<file path="src/rtl/time_adjust_ctrl.sv">
// Mode controller for a clock/alarm: runs timekeeping, steps through the four
// adjustable fields, times out idle adjustment and rings/auto-silences the alarm.
module time_adjust_ctrl #(
    parameter int TIMEOUT_TICKS = 30,
    parameter int ALARM_TICKS   = 60
) (
    input  logic       clk,
    input  logic       rst,
    input  logic       tick_1hz,
    input  logic       btn_c,
    input  logic       btn_l,
    input  logic       btn_r,
    input  logic       btn_u,
    input  logic       btn_d,
    input  logic       sec_wrap,
    input  logic       min_wrap,
    input  logic       alarm_match,
    output logic       sec_en,
    output logic       tmin_en,
    output logic       thr_en,
    output logic       amin_en,
    output logic       ahr_en,
    output logic       up_down,
    output logic [1:0] sel,
    output logic       set_mode,
    output logic       blink,
    output logic       alarm_ring
);

    typedef enum logic [2:0] {
        S_RUN      = 3'd0,
        S_SET_THR  = 3'd1,
        S_SET_TMIN = 3'd2,
        S_SET_AHR  = 3'd3,
        S_SET_AMIN = 3'd4
    } state_t;

    localparam logic [6:0] IDLE_LAST = 7'(TIMEOUT_TICKS - 1);
    localparam logic [6:0] RING_LAST = 7'(ALARM_TICKS - 1);

    state_t     r_state;
    state_t     w_next;
    state_t     w_fwd;
    state_t     w_back;
    logic [6:0] r_idle;
    logic [6:0] r_ring_cnt;
    logic       r_ring;
    logic       r_match_d;
    logic       r_blink;
    logic [1:0] r_sel;
    logic       r_set_mode;

    logic       w_any_btn;
    logic       w_in_set;
    logic       w_center;
    logic       w_move;
    logic       w_adj;
    logic       w_timeout;
    logic       w_ring_done;
    logic       w_rise;
    logic       w_entry;

    // While ringing, every button is swallowed to silence the alarm.
    assign w_any_btn   = btn_c | btn_l | btn_r | btn_u | btn_d;
    assign w_in_set    = (r_state != S_RUN);
    assign w_center    = btn_c & ~r_ring;
    assign w_move      = ~r_ring & ~btn_c & (btn_l ^ btn_r);
    assign w_adj       = ~r_ring & ~btn_c & ~btn_l & ~btn_r & (btn_u ^ btn_d);
    assign w_timeout   = w_in_set & tick_1hz & ~w_any_btn & (r_idle == IDLE_LAST);
    assign w_ring_done = r_ring & tick_1hz & (r_ring_cnt == RING_LAST);
    assign w_rise      = alarm_match & ~r_match_d;
    assign w_entry     = (w_next != r_state);

    always_ff @(posedge clk or posedge rst) begin
        if (rst) begin
            r_state <= S_RUN;
        end else begin
            r_state <= w_next;
        end
    end

    always_comb begin
        w_fwd  = S_RUN;
        w_back = S_RUN;
        case (r_state)
            S_SET_THR:  begin w_fwd = S_SET_TMIN; w_back = S_SET_AMIN; end
            S_SET_TMIN: begin w_fwd = S_SET_AHR;  w_back = S_SET_THR;  end
            S_SET_AHR:  begin w_fwd = S_SET_AMIN; w_back = S_SET_TMIN; end
            S_SET_AMIN: begin w_fwd = S_SET_THR;  w_back = S_SET_AHR;  end
            default:    begin w_fwd = S_RUN;      w_back = S_RUN;      end
        endcase
    end

    always_comb begin
        w_next = r_state;
        if (!w_in_set) begin
            if (w_center) begin
                w_next = S_SET_THR;
            end
        end else if (w_center) begin
            w_next = S_RUN;
        end else if (w_move) begin
            w_next = btn_r ? w_fwd : w_back;
        end else if (w_timeout) begin
            w_next = S_RUN;
        end
    end

    // Enables are zero-latency so a button press moves the counter in the same cycle.
    always_comb begin
        sec_en  = 1'b0;
        tmin_en = 1'b0;
        thr_en  = 1'b0;
        amin_en = 1'b0;
        ahr_en  = 1'b0;
        up_down = 1'b0;
        if (!rst) begin
            if (!w_in_set) begin
                sec_en  = tick_1hz;
                tmin_en = tick_1hz & sec_wrap;
                thr_en  = tick_1hz & sec_wrap & min_wrap;
            end else if (w_adj) begin
                up_down = btn_d;
                case (r_state)
                    S_SET_THR:  thr_en  = 1'b1;
                    S_SET_TMIN: tmin_en = 1'b1;
                    S_SET_AHR:  ahr_en  = 1'b1;
                    S_SET_AMIN: amin_en = 1'b1;
                    default:    up_down = 1'b0;
                endcase
            end
        end
    end

    always_ff @(posedge clk or posedge rst) begin
        if (rst) begin
            r_idle <= 7'd0;
        end else if (w_next == S_RUN || w_entry || w_any_btn) begin
            r_idle <= 7'd0;
        end else if (tick_1hz) begin
            r_idle <= r_idle + 7'd1;
        end
    end

    always_ff @(posedge clk or posedge rst) begin
        if (rst) begin
            r_blink <= 1'b0;
        end else if (w_next == S_RUN || w_entry) begin
            r_blink <= 1'b0;
        end else if (tick_1hz) begin
            r_blink <= ~r_blink;
        end
    end

    always_ff @(posedge clk or posedge rst) begin
        if (rst) begin
            r_match_d  <= 1'b0;
            r_ring     <= 1'b0;
            r_ring_cnt <= 7'd0;
        end else begin
            r_match_d <= alarm_match;
            if (r_ring && (w_any_btn || w_ring_done)) begin
                r_ring <= 1'b0;
            end else if (!w_in_set && w_rise) begin
                r_ring <= 1'b1;
            end
            if (!r_ring || w_any_btn || w_ring_done) begin
                r_ring_cnt <= 7'd0;
            end else if (tick_1hz) begin
                r_ring_cnt <= r_ring_cnt + 7'd1;
            end
        end
    end

    // sel/set_mode are decoded from the next state so they line up with r_state.
    always_ff @(posedge clk or posedge rst) begin
        if (rst) begin
            r_sel      <= 2'd0;
            r_set_mode <= 1'b0;
        end else begin
            r_set_mode <= (w_next != S_RUN);
            case (w_next)
                S_SET_TMIN: r_sel <= 2'd1;
                S_SET_AHR:  r_sel <= 2'd2;
                S_SET_AMIN: r_sel <= 2'd3;
                default:    r_sel <= 2'd0;
            endcase
        end
    end

    assign sel        = r_sel;
    assign set_mode   = r_set_mode;
    assign blink      = r_blink;
    assign alarm_ring = r_ring;

endmodule

</file>
<file path="config.mk">
export PLATFORM = sky130hd
export DESIGN_NAME = time_adjust_ctrl
export DESIGN_NICKNAME = d
export VERILOG_FILES = /design/src/rtl/time_adjust_ctrl.sv
export SDC_FILE = /design/constraint.sdc
export NUM_CORES = 1
export LEC_CHECK = 0
export BUFFER_PORTS_ARGS = -buffer_cell sky130_fd_sc_hd__buf_2
export CORE_MARGIN = 8
export CORE_UTILIZATION = 60
export CTS_BUF_LIST = sky130_fd_sc_hd__clkbuf_4 sky130_fd_sc_hd__clkbuf_8
export CTS_CLUSTER_DIAMETER = 200
export DETAILED_ROUTE_END_ITERATION = 16
export PLACE_DENSITY = 0.95
export SETUP_SLACK_MARGIN = 0.4
export SLEW_MARGIN = 0
export SYNTH_ARGS = -nofsm -noshare
export SYNTH_HDL_FRONTEND = slang
export SYNTH_SLANG_ARGS = --single-unit
</file>
<file path="constraint.sdc">
create_clock -name clk -period 5.4 [get_ports clk]
set_input_delay 0.54 -clock clk [delete_from_list [all_inputs] [get_ports clk]]
set_output_delay 0.54 -clock clk [all_outputs]
set_load 0.03 [all_outputs]
</file>
# --- Yosys cells after proc, flatten, opt, wreduce, memory -nomap -nowiden ---
# Index checks and enable logic that the tools add are counted.
word_totals:
  input_bits: 11
  register_bits: 23
  wordCells: 103
op_classes:
  bitwise: 27
  reduce_logical: 17
  addsub: 2
  eq_ne: 10
  n_mux: 39
op_table:
  columns: ["operator", "n"]
  rows:
  - ["$mux 7", 4]
  - ["$mux 1", 26]
  - ["$pmux 3 s4", 2]
  - ["$mux 3", 6]
  - ["$add 7x1->7 const B", 2]
  - ["$and 1x1->1", 14]
  - ["$eq 3x2->1 const B", 4]
  - ["$reduce_bool 2->1", 4]
  - ["$eq 7x5->1 const B", 1]
  - ["$eq 7x6->1 const B", 1]
  - ["$not 1->1", 7]
  - ["$eq 3x3->1 const B", 2]
  - ["$pmux 2 s3", 1]
  - ["$reduce_bool 3->1", 2]
  - ["$logic_or 1x1->1", 5]
  - ["$or 1x1->1", 4]
  - ["$reduce_or 4->1", 1]
  - ["$eq 3x1->1 const B", 1]
  - ["$logic_not 3->1", 1]
  - ["$ne 3x3->1", 1]
  - ["$logic_and 1x1->1", 2]
  - ["$logic_not 1->1", 2]
  - ["$xor 1x1->1", 2]

# --- Depth between registers and ports, before layout ---
logic_depth:
  ltp_word: 15
  depth_mapped: 8

# --- Worst setup path after synthesis ---
# Ideal clock, no wire load.
synth_path:
  path_kind: "reg-to-output"
  startpoint: "reg r_ring (netlist: alarm_ring)"
  endpoint: "out amin_en"
  path_slack_ns: 2.679
  arrival_ns: 2.181
  path_buffers: 0
  stages_incl_launch_ff: 4
  cell_sequence: "dfrtp_1 nor2_1 nor4b_1 nor4bb_1"
synth_via:
  elab_chain_cells: 8
synth_lines:
  columns: ["element", "line", "text"]
  rows:
  - ["from (decl)", "47", "logic r_ring;"]
  - ["from (signal assigned)", "158", "r_ring <= 1'b0;"]
  - ["from (signal assigned)", "163", "r_ring <= 1'b0;"]
  - ["from (signal assigned)", "165", "r_ring <= 1'b1;"]
  - ["$not 1->1", "68", "assign w_adj = ~r_ring & ~btn_c & ~btn_l & ~btn_r & (btn_u ^ btn_d);"]
  - ["$and 1x1->1 (4 in series)", "68", null]
  - ["$mux 1", "122", "end else if (w_adj) begin"]
  - ["$mux 1", "118", "if (!w_in_set) begin"]
  - ["$mux 1", "117", "if (!rst) begin"]
  - ["to (decl)", "21", "output logic amin_en,"]
# No other way between the ends.

# --- Final worst setup path ---
layout_path:
  startpoint: "reg r_ring (netlist: alarm_ring)"
  endpoint: "out thr_en"
layout_via:
  elab_chain_cells: 8
layout_lines:
  columns: ["element", "line", "text"]
  rows:
  - ["$not 1->1", "68", null]
  - ["$and 1x1->1 (4 in series)", "68", null]
  - ["$mux 1", "122", null]
  - ["$mux 1", "118", null]
  - ["$mux 1", "117", null]
  - ["to (decl)", "20", "output logic thr_en,"]
# No other way between the ends.

==> metrics <==
PwrDens=289 mW/mm^2; VDD IR max=0.267 mV; CTS-repair resized insts=0; Post-Route WL=3450 um; Largest stage delay, worst path=0.50 ns; share of the synthesized area in the top cell type=39.8%; vias in the first global route=1267; run status=completed; WP data required=4.86 ns; Min-Delay Path Class=input port to flip-flop; Fmax achieved=0.375 GHz; top cell type by total area after synthesis=dfrtp_1; die height=65.1 um; initial antenna violation count=0; All-Layer GR Usage=16.3%; Setup Buffers After CTS=0; # rows=18; CTS Buffer Depth=2; clock-pin slew on the worst setup and hold paths=0.13 ns; worst slack, placed=2.89 ns; Clock Latency Late Sink=0.32 ns; Worst setup EP type=output pin; setup slack after layout=2.74 ns; register-to-register setup slack=3.26 ns; Slew HR=36.8%; DRT iter0 DRCs=101; DRT Pass-1 Iters=4; IO Count=22; via count=1274; Area Overhead vs Synth=8.21%; fraction of layout cells with a size suffix above 1=17.6%; met3 GRT Util=3.23%; Initial Util=60.6%; setup violators final=0; number of clock sinks=23; most common cell in the netlist=dfrtp_1; hold buffers post-CTS=0; core area=0.00239 mm^2; cts bufs inserted=3; GR Util met1=18.7%; CP max FO=8; synth top area cells=dfrtp_1 40%, xor2_1 5.4%, nor2_1 4.7%; Worst-Margin Slew=0.934 ns; Critical-path top delay cell=dfrtp_1; filler instances=213; syn nets=173; Synth Instances=159; Hold Vio Cnt, Final=0; gr ovfl total=0; reported max-cap violation count=0; pin count of the biggest net entering global routing=25; Seq/Total Area, Yosys=39.8%; first-pass GRT wire length=5580 um; Post-synth ARST share=100%; Syn Area/Cell=9.10 um^2; startpoint types=flip-flop; chip width=65.1 um; DR WL/cell=16.7 um; synthesized flop and latch total=23; Static Leak=0.691 nW; crit share post-route=49.3%; Buf/Inv on CP=1; synthesized area=0.00145 mm^2; Antenna Cells=0; top post-synthesis cells by count=23 x dfrtp_1, 18 x nor2_1, 15 x nand2_1, 9 x xor2_1, 8 x nand3_1; Worst Skew=0.00839 ns; Post-synth EDFFs=0; Crit Path Category=flip-flop to output pin; Layout Nets=191; Antenna Nets Post-Route=0; TNS Setup=0 ns; CP top delay family=simple AND/OR/NAND/NOR gates; Main synth FF type=dfrtp_1; Final Max Slew Viols=0; Period minus WS final=2.66 ns; Worst EP arrival=2.12 ns; die area=0.00424 mm^2; # DRC=0; number of I/O port buffers=21; met2 usage=28.1%; most used routing layer=met2; YS warnings=0; GP Congestion=0.860; Post-DP HPWL=2580 um; CTS H-tree depth=1; RSZ-0062 raised after global routing=no; critical path, cell by cell=nor2_1, nor4b_1, a21oi_1, nor4_1, buf_2; Distinct cells, synth=45; CTS tree=built; vias per cell=6.18; Root Buffer=clkbuf_4
==> flip-flops by register name (all words and copies together) (netlist names) <==
name,count
r_state,3
sel,2
alarm_ring,1
r_idle,7
set_mode,1
blink,1
r_match_d,1
r_ring_cnt,7
==> power by group <==
| group | switching [mW] | internal, mW |
|---|---|---|
| sequential | 0.0336 | 0.188 |
| combinational | 0.0944 | 0.0553 |
| clock | 0.0536 | 0.0278 |
==> path summary, 6_finish.rpt <==
kind                       depth (start not counted)       endpoint         from
min in group asynchronous                          2  r_ring_cnt[5]          rst
min                                                1      r_match_d  alarm_match
max in group asynchronous                          2      r_idle[5]          rst
max reg2reg                                        5         sel[1]   r_state[1]
min reg2reg                                        3     alarm_ring    r_match_d
max                                                5         thr_en   alarm_ring
==> cell families after synthesis <==
| family | share of synthesized area [%] |
|---|---|
| multiplexers | 0.691 |
| adder cells (fa/ha/maj) | 2.59 |
| flip-flops | 39.8 |
| AND/OR/NAND/NOR | 29.5 |
| AO/OA/AOI/OAI | 13.6 |
| buffers and inverters | 4.84 |
| XOR/XNOR | 9.08 |
==> layout make-up <==
cell class	instances	area, um^2	share of cell area (%)
multi-input cells	123	802	51.2
flip-flops and latches	23	576	36.7
repair buffers	21	105	6.71
well taps	30	37.5	2.40
inverters	5	18.8	1.20
clock inverters	1	5.00	0.319
clock buffers	3	22.5	1.44
==> metrics by stage <==
| step | area (um^2) | std cells | hold WS [ns] | total power [mW] | utilization (%) |
|---|---|---|---|---|---|
| after floorplan | 1450 | 159 | 0.479 | 0.342 | - |
| final | 1570 | 206 | 0.348 | 0.453 | 65.6 |
| after global routing | 1570 | 206 | 0.339 | 0.475 | 65.6 |
| after CTS | 1570 | 206 | 0.346 | 0.452 | 65.6 |
| after global placement | 1540 | 202 | 0.485 | 0.366 | 64.5 |
| after detailed placement | 1540 | 202 | 0.528 | 0.373 | 64.5 |
==> placed cells by master (no fill, tap or decap), drive strengths merged, types with 2 or more instances in the layout <==
master,netlist,final
a211oi,3,3
a21o,2,2
a21oi,6,6
a31oi,3,3
and2,4,4
and3,2,2
and4,2,2
buf,5,21
clkbuf,3,3
dfrtp,23,23
ha,3,3
inv,5,5
nand2,15,15
nand3,8,8
nand3b,3,3
nand4,4,4
nor2,18,18
nor2b,2,2
nor3,2,2
nor3b,2,2
nor4,3,3
nor4b,2,2
o21ai,3,3
o21bai,2,2
or3,3,3
or3b,2,2
xnor2,6,6
xor2,9,9
==> metal layers <==
| metal | wire length [um] | part of all wire [%] |
|---|---|---|
| met5 | 0 | 0 |
| met4 | 87 | 2.5 |
| met3 | 163 | 4.7 |
| met2 | 1750 | 51 |
| met1 | 1450 | 42 |
Note: power is estimated with default switching activity, not from simulation.
